==> src/rtl/obstacle_scroller.sv <==
// -----------------------------------------------------------------------------
// obstacle_scroller
//
// Pixel engine for the scrolling obstacle column of the helicopter game. Each
// accepted `go` runs one frame: erase the column at its current position,
// step it one pixel left (wrapping to START_X and picking up a new gap after
// column 0), then redraw it with a black vertical flight gap. One pixel is
// emitted per clock.
//
// Ports
//   clock     in   rising-edge clock
//   reset     in   synchronous, active-low; aborts any frame in progress
//   go        in   start a frame (sampled only while idle)
//   freeze    in   crash hold; blocks new frames, never aborts a running one
//   gap_y     in   requested gap top row, taken only when the column wraps
//   color_in  in   obstacle colour
//   x, y      out  pixel coordinates
//   color     out  pixel colour
//   plot      out  pixel write enable
//   done      out  1 while idle, 0 while a frame is running
//
// Handshake: `go` is a level request, accepted on any edge where the engine
// is idle (done=1), freeze=0 and reset=1; it is not queued while busy.
// -----------------------------------------------------------------------------
module obstacle_scroller #(
   parameter int W         = 4,
   parameter int H         = 120,
   parameter int SCREEN_W  = 160,
   parameter int GAP_H     = 30,
   parameter int START_X   = 159,
   parameter int RESET_GAP = 40
) (
   input  logic       clock,
   input  logic       reset,
   input  logic       go,
   input  logic       freeze,
   input  logic [6:0] gap_y,
   input  logic [2:0] color_in,
   output logic [7:0] x,
   output logic [6:0] y,
   output logic [2:0] color,
   output logic       plot,
   output logic       done
);

   localparam logic [1:0] S_IDLE  = 2'd0;
   localparam logic [1:0] S_ERASE = 2'd1;
   localparam logic [1:0] S_MOVE  = 2'd2;
   localparam logic [1:0] S_DRAW  = 2'd3;

   localparam logic [3:0] COL_LAST   = 4'(W - 1);
   localparam logic [6:0] ROW_LAST   = 7'(H - 1);
   localparam logic [7:0] START_POS  = 8'(START_X);
   localparam logic [6:0] GAP_MAX    = 7'(H - GAP_H);
   localparam logic [6:0] GAP_RST    = 7'(RESET_GAP);
   localparam logic [8:0] SCREEN_LIM = 9'(SCREEN_W);
   localparam logic [7:0] GAP_SPAN   = 8'(GAP_H);

   logic [1:0] state, state_n;
   logic [7:0] pos, pos_n;
   logic [6:0] gap_r, gap_n;
   logic [3:0] col, col_n;
   logic [6:0] row, row_n;

   logic       last_pix;
   logic [8:0] px_n;
   logic       in_gap_n;
   logic       pixel_n;

   // Next-state logic. The output registers are loaded from the *next*
   // state/counter values so that the pixel belonging to a state appears in
   // the same cycle that state is current.
   always_comb begin
      state_n  = state;
      pos_n    = pos;
      gap_n    = gap_r;
      col_n    = col;
      row_n    = row;
      last_pix = (col == COL_LAST) && (row == ROW_LAST);
      case (state)
         S_IDLE: begin
            if (go && !freeze) begin
               state_n = S_ERASE;
               col_n   = 4'd0;
               row_n   = 7'd0;
            end
         end
         S_ERASE, S_DRAW: begin
            if (last_pix) begin
               state_n = (state == S_ERASE) ? S_MOVE : S_IDLE;
               col_n   = 4'd0;
               row_n   = 7'd0;
            end else if (col == COL_LAST) begin
               col_n = 4'd0;
               row_n = row + 7'd1;
            end else begin
               col_n = col + 4'd1;
            end
         end
         S_MOVE: begin
            state_n = S_DRAW;
            col_n   = 4'd0;
            row_n   = 7'd0;
            // Wrap is decided on the position just erased: column 0 is
            // erased, then the column reappears at the right edge.
            if (pos == 8'd0) begin
               pos_n = START_POS;
               gap_n = (gap_y > GAP_MAX) ? GAP_MAX : gap_y;
            end else begin
               pos_n = pos - 8'd1;
            end
         end
         default: state_n = S_IDLE;
      endcase
   end

   // 9-bit sum so columns past the right screen edge are detected rather
   // than wrapping around to the left.
   assign px_n     = {1'b0, pos_n} + {5'd0, col_n};
   assign in_gap_n = (row_n >= gap_n) && ({1'b0, row_n} < ({1'b0, gap_n} + GAP_SPAN));
   assign pixel_n  = (state_n == S_ERASE) || (state_n == S_DRAW);

   always_ff @(posedge clock) begin
      if (!reset) begin
         state <= S_IDLE;
         pos   <= START_POS;
         gap_r <= GAP_RST;
         col   <= 4'd0;
         row   <= 7'd0;
         x     <= 8'd0;
         y     <= 7'd0;
         color <= 3'b000;
         plot  <= 1'b0;
         done  <= 1'b1;
      end else begin
         state <= state_n;
         pos   <= pos_n;
         gap_r <= gap_n;
         col   <= col_n;
         row   <= row_n;
         plot  <= pixel_n && (px_n < SCREEN_LIM);
         done  <= (state_n == S_IDLE);
         // Coordinates advance even for suppressed pixels; they hold
         // through MOVE and IDLE.
         if (pixel_n) begin
            x     <= px_n[7:0];
            y     <= row_n;
            color <= ((state_n == S_DRAW) && !in_gap_n) ? color_in : 3'b000;
         end
      end
   end

endmodule
==> config.mk <==
export PLATFORM = sky130hd
export DESIGN_NAME = obstacle_scroller
export DESIGN_NICKNAME = d
export VERILOG_FILES = /design/src/rtl/obstacle_scroller.sv
export SDC_FILE = /design/constraint.sdc
export NUM_CORES = 1
export LEC_CHECK = 0
export ABC_CLOCK_PERIOD_IN_PS = 3650
export BUFFER_PORTS_ARGS = -buffer_cell sky130_fd_sc_hd__buf_2
export CAP_MARGIN = 20
export CORE_UTILIZATION = 45
export DETAILED_ROUTE_END_ITERATION = 8
export SYNTH_ARGS = -nofsm -noshare
export SYNTH_HDL_FRONTEND = slang
export SYNTH_SLANG_ARGS = --single-unit
==> constraint.sdc <==
create_clock -name clock -period 3.65 [get_ports clock]
set_input_delay 0.1825 -clock clock [delete_from_list [all_inputs] [get_ports clock]]
set_output_delay 0.1825 -clock clock [all_outputs]
set_load 0.02 [all_outputs]
==> results of run 1 <==
## worst max-delay path: stages, from the launching register on
cell	delay, ns
dfxtp_1	0.38
ha_1	0.26
and4bb_4	0.29
and3_1	0.26
nor3_1	0.07
a21oi_1	0.11
nor2_1	0.06
a21oi_1	0.28
ha_1	0.30
or4bb_1	0.47
a31oi_1	0.17
a31oi_1	0.06
nand4_1	0.13
o31a_1	0.17
a32oi_2	0.14
o21ai_1	0.14
## report_power, final
| group | total, W | switching (W) | internal, W |
|---|---|---|---|
| Sequential | 0.000542 | 0.00000724 | 0.000534 |
| Combinational | 0.000108 | 0.0000660 | 0.0000419 |
| Clock | 0.000331 | 0.000176 | 0.000154 |
| Total | 0.000980 | 0.000250 | 0.000731 |
## stage by stage
stage / instances / hold slack, ns / total power [W]
5_1_grt: 445 / 0.150 / 0.00103
3_5_place_dp: 437 / 0.455 / 0.000663
4_1_cts: 445 / 0.153 / 0.000996
3_3_place_gp: 437 / 0.452 / 0.000663
6_report: 445 / 0.164 / 0.000980
2_1_floorplan: 336 / 0.339 / 0.000626
## cell usage in the layout, fill, tap and decap left out, types with 8 or more instances in the layout
master,Yosys,layout
a21o_1,8,8
nor2b_1,15,15
xnor2_1,11,11
dfxtp_1,48,48
inv_1,11,11
ha_1,18,18
and2_1,16,16
o21ai_0,11,11
nand2_1,30,30
a21oi_1,21,21
nor2_1,11,11
buf_2,2,33
nand3_1,20,20
## worst paths after layout
| kind | endpoint | cells after the start | slack [ns] |
|---|---|---|---|
| min | color[0] | 3 | 0.16 |
| min reg2reg | x[0] | 2 | 0.46 |
| max | color[0] | 15 | 0.30 |
| max reg2reg | color[0] | 15 | 0.30 |
## per-layer routing
metal / wire length [um] / GRT usage / vias up
li1: - / - / 1278
met1: 3420 / 0.293 / 1165
met2: 2760 / 0.305 / 59
met3: 236 / 0.0385 / 12
met4: 122 / 0.0655 / 0
met5: 0 / 0 / -
## flip-flops by register name, indices dropped and copies added (netlist names)
register,flops
gap_r,7
done,1
row,7
y,7
plot,1
color,3
state,2
col,4
pos,8
x,8
## repair_timing
item                       CTS  global route
gates resized for setup      0             1
setup endpoints to repair    0             3
buffers inserted             0             0
## Yosys cell counts (all sizes together), types with 9 or more instances
library cell / number / area, sq um
dfxtp: 48 / 961
nand2: 30 / 113
a21oi: 21 / 105
nand3: 21 / 110
ha: 18 / 225
and2: 16 / 100
nor2b: 15 / 93.8
o21ai: 15 / 75.1
nor2: 12 / 47.6
inv: 11 / 41.3
xnor2: 11 / 96.3
clkbuf: 9 / 33.8
## cell type report
cell class                      count  area (sq um)
Clock buffer                        7          86.3
Clock inverter                      1          7.51
Fill cell                         636          3060
Inverter                           11          41.3
Multi-Input combinational cell    264          1870
Sequential cell                    48           961
Tap cell                           77          96.3
Timing Repair Buffer               37           195
## logic make-up (layout without fill, tap and decap cells)
logic type | count (synthesis) | count (layout) | synth area share
AO/OA/AOI/OAI | 87 | 87 | 0.207
XOR/XNOR | 18 | 18 | 0.0539
multiplexers | 7 | 7 | 0.0265
AND/OR/NAND/NOR | 133 | 133 | 0.265
flip-flops | 48 | 48 | 0.329
buffers and inverters | 24 | 56 | 0.0355
adder cells (fa/ha/maj) | 19 | 19 | 0.0839
==> results_dict.tcl, run 1 <==
set metrics [dict create \
    wire_per_inst_um 14.7 \
    finClkSkew_ns 0.00454 \
    slew_headroom 0.420 \
    power.leakage_nw 1.37 \
    htree_num_levels 2 \
    diodes 0 \
    ant_nets 0 \
    required_ns 3.88 \
    drt_wl_total_um 6550 \
    grtUsageTotal 0.204 \
    die_h_um 82.6 \
    num_rows 29 \
    netlist_area_sq_mm 0.00292 \
    clock-root-buffer "clkbuf_8" \
    rsz0062_at_grt "no" \
    final_util 0.515 \
    setup.worst_path.start "col[0]" \
    hpwl_um 4850 \
    crit-reg2reg-launch "col[0]" \
    ys_types 70 \
    cts_hold_buf 0 \
    clk_pin_slew_worst_paths_ns 0.09 \
    antenna_found_initial 0 \
    syn_inst 336 \
    grt_pass1_wl_um 10600 \
    slew_viol_final 0 \
    cp_max_fo 6 \
    synth_ff_type "dfxtp_1" \
    power_density_mw_per_mm2 301 \
    drc 0 \
    cts_num_sinks 48 \
    fin_nets 400 \
    ys_seq_area_frac 0.329 \
    preCtsSetupSlack_ns 0.255 \
    clk_latency_ns 0.29 \
    cts_buffers 5 \
    path_class "flip-flop to flip-flop" \
    cp-end-kind "flip-flop" \
    core_area_sq_mm 0.00631 \
    hp-class "input port to flip-flop" \
    syn-num-nets 369 \
    grt_pass1_vias 2161 \
    postLayoutCellArea_sq_mm 0.00325 \
    synthArstFlopShare 0 \
    peakVddDrop_mv 0.183 \
    die_w_um 82.6 \
    place_area_sq_mm 0.00315 \
    synth-edff-count 0 \
    synth-seq-cells 48 \
    drive_gt1_frac 0.163 \
    setup_viol 0 \
    startpoint_type "flip-flop" \
    holdCritStartpoint "color_in[0]" \
    cts_tree "done" \
    grt_max_degree 47 \
    grt-ovfl-total 0 \
    finalCriticalPeriod_ns 3.35 \
    fmax_ghz 0.299 \
    vias_per_cell 5.65 \
    tightest_slew_ns 0.847 \
    fin_ws_ns 0.302 \
    die-area_sq_mm 0.00682 \
    io_buffers 33 \
    setup_tns_ns 0 \
    ios 34 \
    num_vias 2514 \
    initial_utilization 0.463 \
    drt-pass1-iter-count 4 \
    finalHoldViolCount 0 \
    area_growth_pct 11.3 \
    clockBufferDepth 2 \
    drtIter0Drc 99 \
    drv_cap 0 \
    outcome "completed" \
    gp_congestion 0.828 \
    yosysWarnings 0 \
    crit_arrival_ns 3.58 \
    avgSynthCellArea_sq_um 8.70 \
    period_share 0.917 \
]
(Power assumes the default switching activity.)
==> inputs of run 2 (changes only) <==
- BUFFER_PORTS_ARGS: -buffer_cell sky130_fd_sc_hd__buf_2 -> -buffer_cell sky130_fd_sc_hd__buf_4
==> results_dict.tcl, run 2 (synthesis gave the netlist of run 1 again) <==
set metrics [dict create \
    outcome "completed" \
    grtUsageTotal 0.208 \
    area_growth_pct 14.5 \
    layout_common_cells "48 x dfxtp_1, 39 x buf_4, 30 x nand2_1, 21 x a21oi_1, 20 x nand3_1" \
    tightest_slew_ns 0.891 \
    place_area_sq_mm 0.00325 \
    rsz0062_at_grt "no" \
    num_vias 2495 \
    power.leakage_nw 1.40 \
    clk_pin_slew_worst_paths_ns 0.10 \
    startpoint_type "flip-flop" \
    wire_per_inst_um 14.8 \
    setup_viol 0 \
    cts_hold_buf 0 \
    io_buffers 33 \
    cts_num_sinks 48 \
    clk_latency_ns 0.30 \
    grt-ovfl-total 0 \
    ctsResizeCount 0 \
    die_w_um 82.6 \
    finClkSkew_ns 0.0105 \
    drt_wl_total_um 6640 \
    required_ns 3.85 \
    setup_tns_ns 0 \
    hp-class "input port to flip-flop" \
    drv_cap 0 \
    grt_max_degree 47 \
    cp-end-kind "flip-flop" \
    grt_pass1_vias 2162 \
    clockBufferDepth 2 \
    cts_tree "done" \
    core_area_sq_mm 0.00631 \
    cp_max_fo 6 \
    wl_met3_um 225 \
    final_common_cell "dfxtp_1" \
    antenna_found_initial 0 \
    postCtsSetupBuffers 0 \
    dr_wl_met2_um 2910 \
    num_rows 29 \
    finalCriticalPeriod_ns 3.33 \
    die_h_um 82.6 \
    gp_congestion 0.820 \
    drc 0 \
    initial_utilization 0.463 \
    finalHoldViolCount 0 \
    drt-pass1-iter-count 5 \
    drive_gt1_frac 0.170 \
    diodes 0 \
    cts_buffers 5 \
    grt_pass1_wl_um 10600 \
    postLayoutCellArea_sq_mm 0.00335 \
    power_density_mw_per_mm2 299 \
    slew_headroom 0.391 \
    ios 34 \
    period_share 0.911 \
    clock-root-buffer "clkbuf_8" \
    drtIter0Drc 87 \
    ant_nets 0 \
    m1WireLength_um 3430 \
    top_layer "met4" \
    fin_nets 402 \
    peakVddDrop_mv 0.160 \
    vias_per_cell 5.58 \
    htree_num_levels 2 \
    fmax_ghz 0.301 \
    top_regs "pos x8, x x8" \
    crit_arrival_ns 3.52 \
    hpwl_um 4940 \
    fill_cells 611 \
    die-area_sq_mm 0.00682 \
    path_class "flip-flop to flip-flop" \
    slew_viol_final 0 \
]
-- run 2: changes by cell type in the layout (fill, tap and decap cells not counted), sizes merged --
cell / previous run / this run
clkinvlp: 1 / 0
buf: 37 / 39
clkbuf: 7 / 6
inv: 11 / 12
clkinv: 0 / 1
-- run 2: worst paths after layout --
kind / from / end / slack, ns / cells after the start
setup reg to reg: col[0] / color[1] / 0.32 / 15
hold / removal: color_in[0] / color[0] / 0.17 / 3
hold reg to reg: x[1] / x[1] / 0.48 / 2
setup / recovery: col[0] / color[1] / 0.32 / 15
-- run 2: per-layer routing --
layer	up-vias	global-route usage
met3	6	0.0462
met4	0	0.0569
met1	1157	0.291
li1	1283	-
met5	-	0
met2	49	0.319
-- run 2: report_power, final --
group	internal (W)	total, W	switching, W	leakage (nW)
Clock	0.000155	0.000342	0.000186	0.0516
Combinational	0.0000507	0.000117	0.0000661	0.960
Sequential	0.000535	0.000543	0.00000834	0.389
-- run 2: worst max-delay path, cell delays in order (launching register included) --
cell,delay (ns)
dfxtp_1,0.36
ha_1,0.26
and4bb_4,0.23
and3_1,0.23
nor3_1,0.14
a21oi_1,0.06
nor2_1,0.18
a21oi_1,0.10
ha_1,0.30
or4bb_1,0.18
a31oi_1,0.04
a31oi_1,0.16
nand4_1,0.14
or4_4,0.51
a32oi_2,0.24
o21ai_1,0.10
-- run 2: through the flow --
stage               std cells  utilization  hold slack [ns]  setup slack (ns)  power, W
floorplan                 336            -            0.339             0.720  0.000626
global placement          439        0.515            0.455             0.339  0.000672
detailed placement        439        0.515            0.467             0.359  0.000673
CTS                       447        0.530            0.151             0.339   0.00102
global route              447        0.530            0.153            0.0499   0.00106
finish                    447        0.530            0.170             0.324   0.00100
-- run 2: final cells by class --
cell class / instances / area [sq um] / area share
Clock inverter: 2 / 13.8 / 0.00411
Sequential cell: 48 / 961 / 0.287
Timing Repair Buffer: 39 / 293 / 0.0875
Multi-Input combinational cell: 264 / 1860 / 0.556
Clock buffer: 6 / 82.6 / 0.0247
Tap cell: 77 / 96.3 / 0.0288
Inverter: 11 / 41.3 / 0.0123
